<file path="src/rtl/ov7670_capture.sv">
// OV7670 byte-stream capture: pairs sensor bytes into RGB565 words, crops the
// frame to X_SIZE x Y_SIZE and pushes the kept words into the frame cache.
// Handshake: CACHE_WREQ is a one-cycle strobe with CACHE_WDATA valid in the
// same cycle; a word is only offered when CACHE_FULL was low in the cycle the
// word sat in the holding register, otherwise it is dropped and OVERFLOW sticks.
module ov7670_capture #(
    parameter int X_SIZE      = 240,
    parameter int Y_SIZE      = 320,
    parameter int SKIP_FRAMES = 10
) (
    input  logic        CLK_PCLK,
    input  logic        RST,
    input  logic        CAM_VSYNC,
    input  logic        CAM_HREF,
    input  logic [7:0]  CAM_DATA,
    input  logic        CACHE_FULL,
    output logic        CACHE_WREQ,
    output logic [15:0] CACHE_WDATA,
    output logic        CACHE_WRST,
    output logic        CACHE_WCLK,
    output logic        FRAME_DONE,
    output logic        OVERFLOW,
    output logic        CAPTURE_BUSY
);

    localparam int PW = $clog2(X_SIZE + 1);
    localparam int LW = $clog2(Y_SIZE + 1);
    localparam int SW = $clog2(SKIP_FRAMES + 2);

    typedef enum logic [1:0] {
        S_SKIP    = 2'd0,
        S_WAIT    = 2'd1,
        S_CAPTURE = 2'd2
    } state_t;

    state_t         state_q;
    logic [SW-1:0]  skip_cnt_q;
    logic [LW-1:0]  line_cnt_q;
    logic [PW-1:0]  pixel_cnt_q;
    logic           phase_q;
    logic [7:0]     hi_byte_q;
    logic [15:0]    word_q;
    logic           word_vld_q;
    logic           wreq_q;
    logic [15:0]    wdata_q;
    logic           wrst_q;
    logic           done_pend_q;
    logic           done_q;
    logic           ovf_q;
    logic           busy_q;

    logic           s1_vsync_q;
    logic           s1_href_q;
    logic [7:0]     s1_data_q;
    logic           s2_vsync_q;
    logic           s2_href_q;

    logic           vsync_rise;
    logic           vsync_fall;
    logic           href_fall;
    logic           in_window;

    // Two-stage input registers; edges compare stage 1 against stage 2.
    always_ff @(posedge CLK_PCLK) begin
        if (RST) begin
            s1_vsync_q <= 1'b0;
            s1_href_q  <= 1'b0;
            s1_data_q  <= 8'h00;
            s2_vsync_q <= 1'b0;
            s2_href_q  <= 1'b0;
        end else begin
            s1_vsync_q <= CAM_VSYNC;
            s1_href_q  <= CAM_HREF;
            s1_data_q  <= CAM_DATA;
            s2_vsync_q <= s1_vsync_q;
            s2_href_q  <= s1_href_q;
        end
    end

    assign vsync_rise = s1_vsync_q & ~s2_vsync_q;
    assign vsync_fall = ~s1_vsync_q & s2_vsync_q;
    assign href_fall  = ~s1_href_q & s2_href_q;
    assign in_window  = (pixel_cnt_q < PW'(X_SIZE)) && (line_cnt_q < LW'(Y_SIZE));

    // Frame FSM, byte pairing and the write stage; the write stage drains the
    // holding register regardless of state so a word formed at frame end lands
    // before the (one cycle later) FRAME_DONE pulse.
    always_ff @(posedge CLK_PCLK) begin
        if (RST) begin
            state_q     <= S_SKIP;
            skip_cnt_q  <= '0;
            line_cnt_q  <= '0;
            pixel_cnt_q <= '0;
            phase_q     <= 1'b0;
            hi_byte_q   <= 8'h00;
            word_q      <= 16'h0000;
            word_vld_q  <= 1'b0;
            wreq_q      <= 1'b0;
            wdata_q     <= 16'h0000;
            wrst_q      <= 1'b0;
            done_pend_q <= 1'b0;
            done_q      <= 1'b0;
            ovf_q       <= 1'b0;
            busy_q      <= 1'b0;
        end else begin
            wrst_q      <= 1'b0;
            done_pend_q <= 1'b0;
            done_q      <= done_pend_q;
            word_vld_q  <= 1'b0;
            wreq_q      <= 1'b0;

            if (word_vld_q) begin
                if (!CACHE_FULL) begin
                    wreq_q  <= 1'b1;
                    wdata_q <= word_q;
                end else begin
                    ovf_q <= 1'b1;
                end
            end

            case (state_q)
                S_SKIP: begin
                    // The first rise only marks a boundary, hence SKIP_FRAMES+1 rises.
                    if (vsync_rise) begin
                        if (skip_cnt_q == SW'(SKIP_FRAMES)) begin
                            state_q <= S_WAIT;
                        end else begin
                            skip_cnt_q <= skip_cnt_q + SW'(1);
                        end
                    end
                end
                S_WAIT: begin
                    if (vsync_fall) begin
                        wrst_q      <= 1'b1;
                        line_cnt_q  <= '0;
                        pixel_cnt_q <= '0;
                        phase_q     <= 1'b0;
                        busy_q      <= 1'b1;
                        state_q     <= S_CAPTURE;
                    end
                end
                S_CAPTURE: begin
                    if (vsync_rise) begin
                        done_pend_q <= 1'b1;
                        busy_q      <= 1'b0;
                        phase_q     <= 1'b0;
                        state_q     <= S_WAIT;
                    end else if (href_fall) begin
                        if (line_cnt_q < LW'(Y_SIZE)) begin
                            line_cnt_q <= line_cnt_q + LW'(1);
                        end
                        pixel_cnt_q <= '0;
                        phase_q     <= 1'b0;
                    end else if (s1_href_q) begin
                        if (!phase_q) begin
                            hi_byte_q <= s1_data_q;
                            phase_q   <= 1'b1;
                        end else begin
                            phase_q    <= 1'b0;
                            word_q     <= {hi_byte_q, s1_data_q};
                            word_vld_q <= in_window;
                            if (pixel_cnt_q < PW'(X_SIZE)) begin
                                pixel_cnt_q <= pixel_cnt_q + PW'(1);
                            end
                        end
                    end
                end
                default: state_q <= S_SKIP;
            endcase
        end
    end

    assign CACHE_WREQ   = wreq_q;
    assign CACHE_WDATA  = wdata_q;
    assign CACHE_WRST   = wrst_q;
    assign FRAME_DONE   = done_q;
    assign OVERFLOW     = ovf_q;
    assign CAPTURE_BUSY = busy_q;
    assign CACHE_WCLK   = ~CLK_PCLK;

endmodule

</file>
<file path="config.mk">
export PLATFORM = sky130hd
export DESIGN_NAME = ov7670_capture
export DESIGN_NICKNAME = d
export VERILOG_FILES = /design/src/rtl/ov7670_capture.sv
export SDC_FILE = /design/constraint.sdc
export NUM_CORES = 1
export LEC_CHECK = 0
export CORE_ASPECT_RATIO = 1.5
export CORE_UTILIZATION = 30
export CTS_BUF_LIST = sky130_fd_sc_hd__clkbuf_4 sky130_fd_sc_hd__clkbuf_8 sky130_fd_sc_hd__clkbuf_16
export CTS_CLUSTER_SIZE = 24
export DETAILED_ROUTE_END_ITERATION = 16
export PLACE_DENSITY = 0.48
export SYNTH_ARGS = -nofsm -noshare
export SYNTH_HDL_FRONTEND = slang
export SYNTH_SLANG_ARGS = --single-unit
</file>
<file path="constraint.sdc">
create_clock -name CLK_PCLK -period 3.6 [get_ports CLK_PCLK]
set_clock_uncertainty 0.2 [all_clocks]
set_input_delay 0.54 -clock CLK_PCLK [delete_from_list [all_inputs] [get_ports CLK_PCLK]]
set_output_delay 0.54 -clock CLK_PCLK [all_outputs]
set_load 0.02 [all_outputs]
</file>
# [Yosys cells after proc, flatten, opt, wreduce, memory -nomap -nowiden]
# Index checks and enable logic that the tools add are counted.
[word_totals] output_inout_bits=22 word_cells=100 ff_bits=83
[classes] mux=29 magnitude_cmp=2 n_bitwise=15 addsub=3 n_eq_ne=14 n_reduce_logical=17
[op_table] op="$mux 8" count=6
[op_table] op="$mux 9" count=4
[op_table] op="$pmux 9 s2" count=1
[op_table] op="$pmux 8 s2" count=1
[op_table] op="$reduce_and 5->1" count=3
[op_table] op="$ne 2x2->1 const B" count=7
[op_table] op="$not 1->1" count=12
[op_table] op="$mux 1" count=10
[op_table] op="$add 9x1->9 const B" count=1
[op_table] op="$lt 9x9->1 const B" count=1
[op_table] op="$ne 3x3->1 const B" count=3
[op_table] op="$reduce_and 3->1" count=3
[op_table] op="$add 8x1->8 const B" count=1
[op_table] op="$lt 8x8->1 const B" count=1
[op_table] op="$mux 2" count=4
[op_table] op="$pmux 2 s3" count=1
[op_table] op="$reduce_and 6->1" count=1
[op_table] op="$reduce_or 2->1" count=3
[op_table] op="$reduce_or 6->1" count=1
[op_table] op="$add 4x1->4 const B" count=1
[op_table] op="$eq 4x4->1 const B" count=1
[op_table] op="$ne 4x4->1 const B" count=1
[op_table] op="$pmux 1 s2" count=2
[op_table] op="$reduce_and 2->1" count=2
[op_table] op="other kinds (7)" count=9

# [Logic depth before layout (Yosys ltp)]
# Gate-level depths: netlist (run 1).
[depth] word_depth=7 depth_mapped=9 depth_no_buf=7

==> results of run 1 <==
[metal layers]
| metal | up-vias | track usage [%] | part of all wire (%) |
|---|---|---|---|
| met5 | - | 0 | 0 |
| met1 | 1205 | 14.91 | 44 |
| met2 | 30 | 24.12 | 53 |
| met3 | 7 | 3.015 | 1.9 |
| met4 | 0 | 5.786 | 1.7 |
| li1 | 1362 | - | - |
[state kept, by name (all words and copies together), names as in the netlist, 2 cells and up]
signal	count
state_q	2
word_q	16
pixel_cnt_q	8
line_cnt_q	9
CACHE_WDATA	16
s1_data_q	8
hi_byte_q	8
skip_cnt_q	4
[layout by cell type (no fill, tap or decap), drive strengths merged, types with 4 or more instances in the layout]
cell type / count
a21oi: 48
buf: 4
clkbuf: 10
clkdlybuf4s50: 33
dfxtp: 83
ha: 9
inv: 9
mux2i: 9
nand2: 80
nand3: 8
nor2: 23
nor2b: 14
nor3: 6
nor4: 6
o21ai: 13
o31ai: 4
or3: 6
or4: 4
[cells by family (layout without fill, tap and decap cells)]
| family | count (synthesis) | after routing | share of synthesized area, % |
|---|---|---|---|
| adders and majority gates | 9 | 9 | 3.407 |
| and+or+nand+nor | 164 | 164 | 24.34 |
| AOI/OAI and AO/OA | 82 | 82 | 14.65 |
| DFF | 83 | 83 | 50.26 |
| buffers and inverters | 29 | 59 | 3.558 |
| muxes | 9 | 9 | 2.725 |
| xor gates and xnor gates | 4 | 4 | 1.060 |
[path summary, 6_finish.rpt]
path | slack (ns) | to
setup / recovery | 0.09 | CACHE_WCLK
hold / removal | 0.25 | FRAME_DONE
setup reg to reg | 0.91 | pixel_cnt_q[6]
hold reg to reg | 0.25 | FRAME_DONE
[worst register-to-register path, cell delays in order (launching register included)]
cell and delay [ns]:
dfxtp_1 0.34, inv_1 0.11, ha_1 0.45, inv_2 0.17
o31ai_1 0.70, nand3_1 0.18, or3_1 0.34, a21oi_1 0.12
[report_power, final]
group	total [mW]	internal, mW	switching [mW]
logic	0.0718	0.0305	0.0412
clock network	0.965	0.575	0.390
registers	0.940	0.929	0.0104
total	1.98	1.54	0.442
[layout make-up]
cell class,count,area [sq um],area share [%]
well taps,144,180.2,4.449
clock buffers,11,249.0,6.148
clock inverters,6,62.56,1.545
repair buffers,36,347.8,8.588
multi-input cells,268,1526,37.69
inverters,6,22.52,0.5561
flip-flops and latches,83,1662,41.03
==> flow_metrics.py, run 1 <==
metrics = {
    "status": {
        "status": "completed",
    },
    "placed_design": {
        "placed_area_sq_um": 3752,
        "dp_hpwl_mm": 4.764,
        "place.gp.congestion": 0.7243,
        "pre_cts_ws_ns": 0.4511,
        "port_buffers": 34,
        "dp_cells": 539,
    },
    "global_route": {
        "antenna_found_initial": 0,
        "grt_max_degree": 78,
        "grt_pass1_wl_mm": 11.74,
        "grt_pass1_vias": 2444,
        "globalRouteOverflowTotal": 0,
        "track_usage_pct": 13.40,
    },
    "clock_network": {
        "cts_root_buf": "clkbuf_16",
        "cts_tree": "built",
        "ctsLongestPathBuffers": 2,
        "numCtsBuffers": 9,
        "path_clk_slew_ns": 0.06,
        "ctsHoldBuffers": 0,
        "insertion_delay_ns": 0.33,
        "h-tree-depth": 3,
        "cts_setup_buffers": 0,
        "cts-resized-gates": 0,
    },
    "routing": {
        "wl_per_cell_um": 12.51,
        "vias": 2604,
        "via_per_inst": 4.700,
        "drt_iter0_drc": 122,
        "drcViolationCount": 0,
        "dr.pass1.iters": 4,
        "wl_mm": 6.933,
        "ant_nets": 0,
    },
    "setup_path": {
        "cp.depth": 4,
        "cpMostUsedCell": "clkbuf_16",
        "crit_arrival_ns": 2.77,
        "critPathCaptureType": "primary output",
        "crit_chain": "clkbuf_16 -> clkbuf_16 -> inv_1 -> clkdlybuf4s50_1",
        "cpPeakStageDelay_ns": 0.59,
        "path_delay_family": "buffers and inverters",
        "start_kind": "clock port",
        "path_buf_inv": 4,
        "reg2reg_from": "state_q[0]",
        "crit_slowest_cell": "clkdlybuf4s50_1",
        "r2r_cells": 7,
        "timing_worst_setup_path_type": "clk2out",
        "cp.required_ns": 2.86,
        "crit_start": "CLK_PCLK",
        "cp_max_fo": 13,
    },
    "floorplan": {
        "ioPinCount": 35,
        "coreArea_sq_um": 10650,
        "die_x_um": 87.71,
        "rows": 46,
        "fp.dieArea_sq_um": 11450,
        "start_util_pct": 31.05,
        "die_y_um": 130.6,
    },
    "timing": {
        "setup_tns_ns": 0,
        "fin_ws_ns": 0.08690,
        "hold_ws_ns": 0.2457,
        "setup_viol": 0,
        "rsz0062_at_grt": "no",
        "worst_pin_slew_ns": 0.7766,
        "relSlewSlack_pct": 47.68,
        "drv_slew": 0,
        "hold_viol": 0,
    },
    "final_layout": {
        "final-instance-count-excl-fill": 554,
        "layout-drive-gt1-share_pct": 6.341,
        "fill_cells": 1094,
        "fin_util_pct": 38.04,
        "areaGrowthSynthToFinish_pct": 22.52,
        "nNetsFinal": 428,
        "design_area_sq_um": 4050,
        "diodes": 0,
    },
    "hold_path": {
        "min_path_cells": 1,
        "hold_class": "reg2reg",
        "hp-start": "done_pend_q",
    },
    "yosys": {
        "synth-seq-cells": 83,
        "synth_area_per_cell_sq_um": 8.699,
        "synth_top_area_share_pct": 50.26,
        "synthFlopType": "dfxtp_1",
        "synth_cells": 380,
        "synth_warnings": 0,
        "syn_nets": 402,
        "ys_types": 50,
        "syn_area_sq_um": 3306,
        "async_flop_share_pct": 0,
        "synth_edf_count": 0,
        "ys_top_cells_by_area": "dfxtp_1 50%, nand2_1 9.1%, a21oi_1 7.3%",
        "yosysSeqAreaShare_pct": 50.26,
        "synth_area_leader_cell": "dfxtp_1",
        "yosysMostFrequentCell": "dfxtp_1",
        "synth_common_cells": "83 x dfxtp_1, 80 x nand2_1, 48 x a21oi_1, 23 x nor2_1, 15 x clkbuf_1",
    },
    "power": {
        "ir_drop_v": 0.0002064,
        "power_density_nw_per_um2": 488.1,
        "power.total_mw": 1.977,
        "total_leakage_power_nw": 1.402,
    },
    "job": {
        "cap_violations": 0,
    },
}
Note: power is estimated with default switching activity, not from simulation.
==> inputs of run 2 (changes only) <==
--- a/config.mk
+++ b/config.mk
@@ -8,7 +8,7 @@
 export CORE_ASPECT_RATIO = 1.5
 export CORE_UTILIZATION = 30
 export CTS_BUF_LIST = sky130_fd_sc_hd__clkbuf_4 sky130_fd_sc_hd__clkbuf_8 sky130_fd_sc_hd__clkbuf_16
-export CTS_CLUSTER_SIZE = 24
+export CTS_CLUSTER_SIZE = 16
 export DETAILED_ROUTE_END_ITERATION = 16
 export PLACE_DENSITY = 0.48
 export SYNTH_ARGS = -nofsm -noshare
==> results of run 2 <==
Final layout, timing and power as in run 1 (identical DEF).
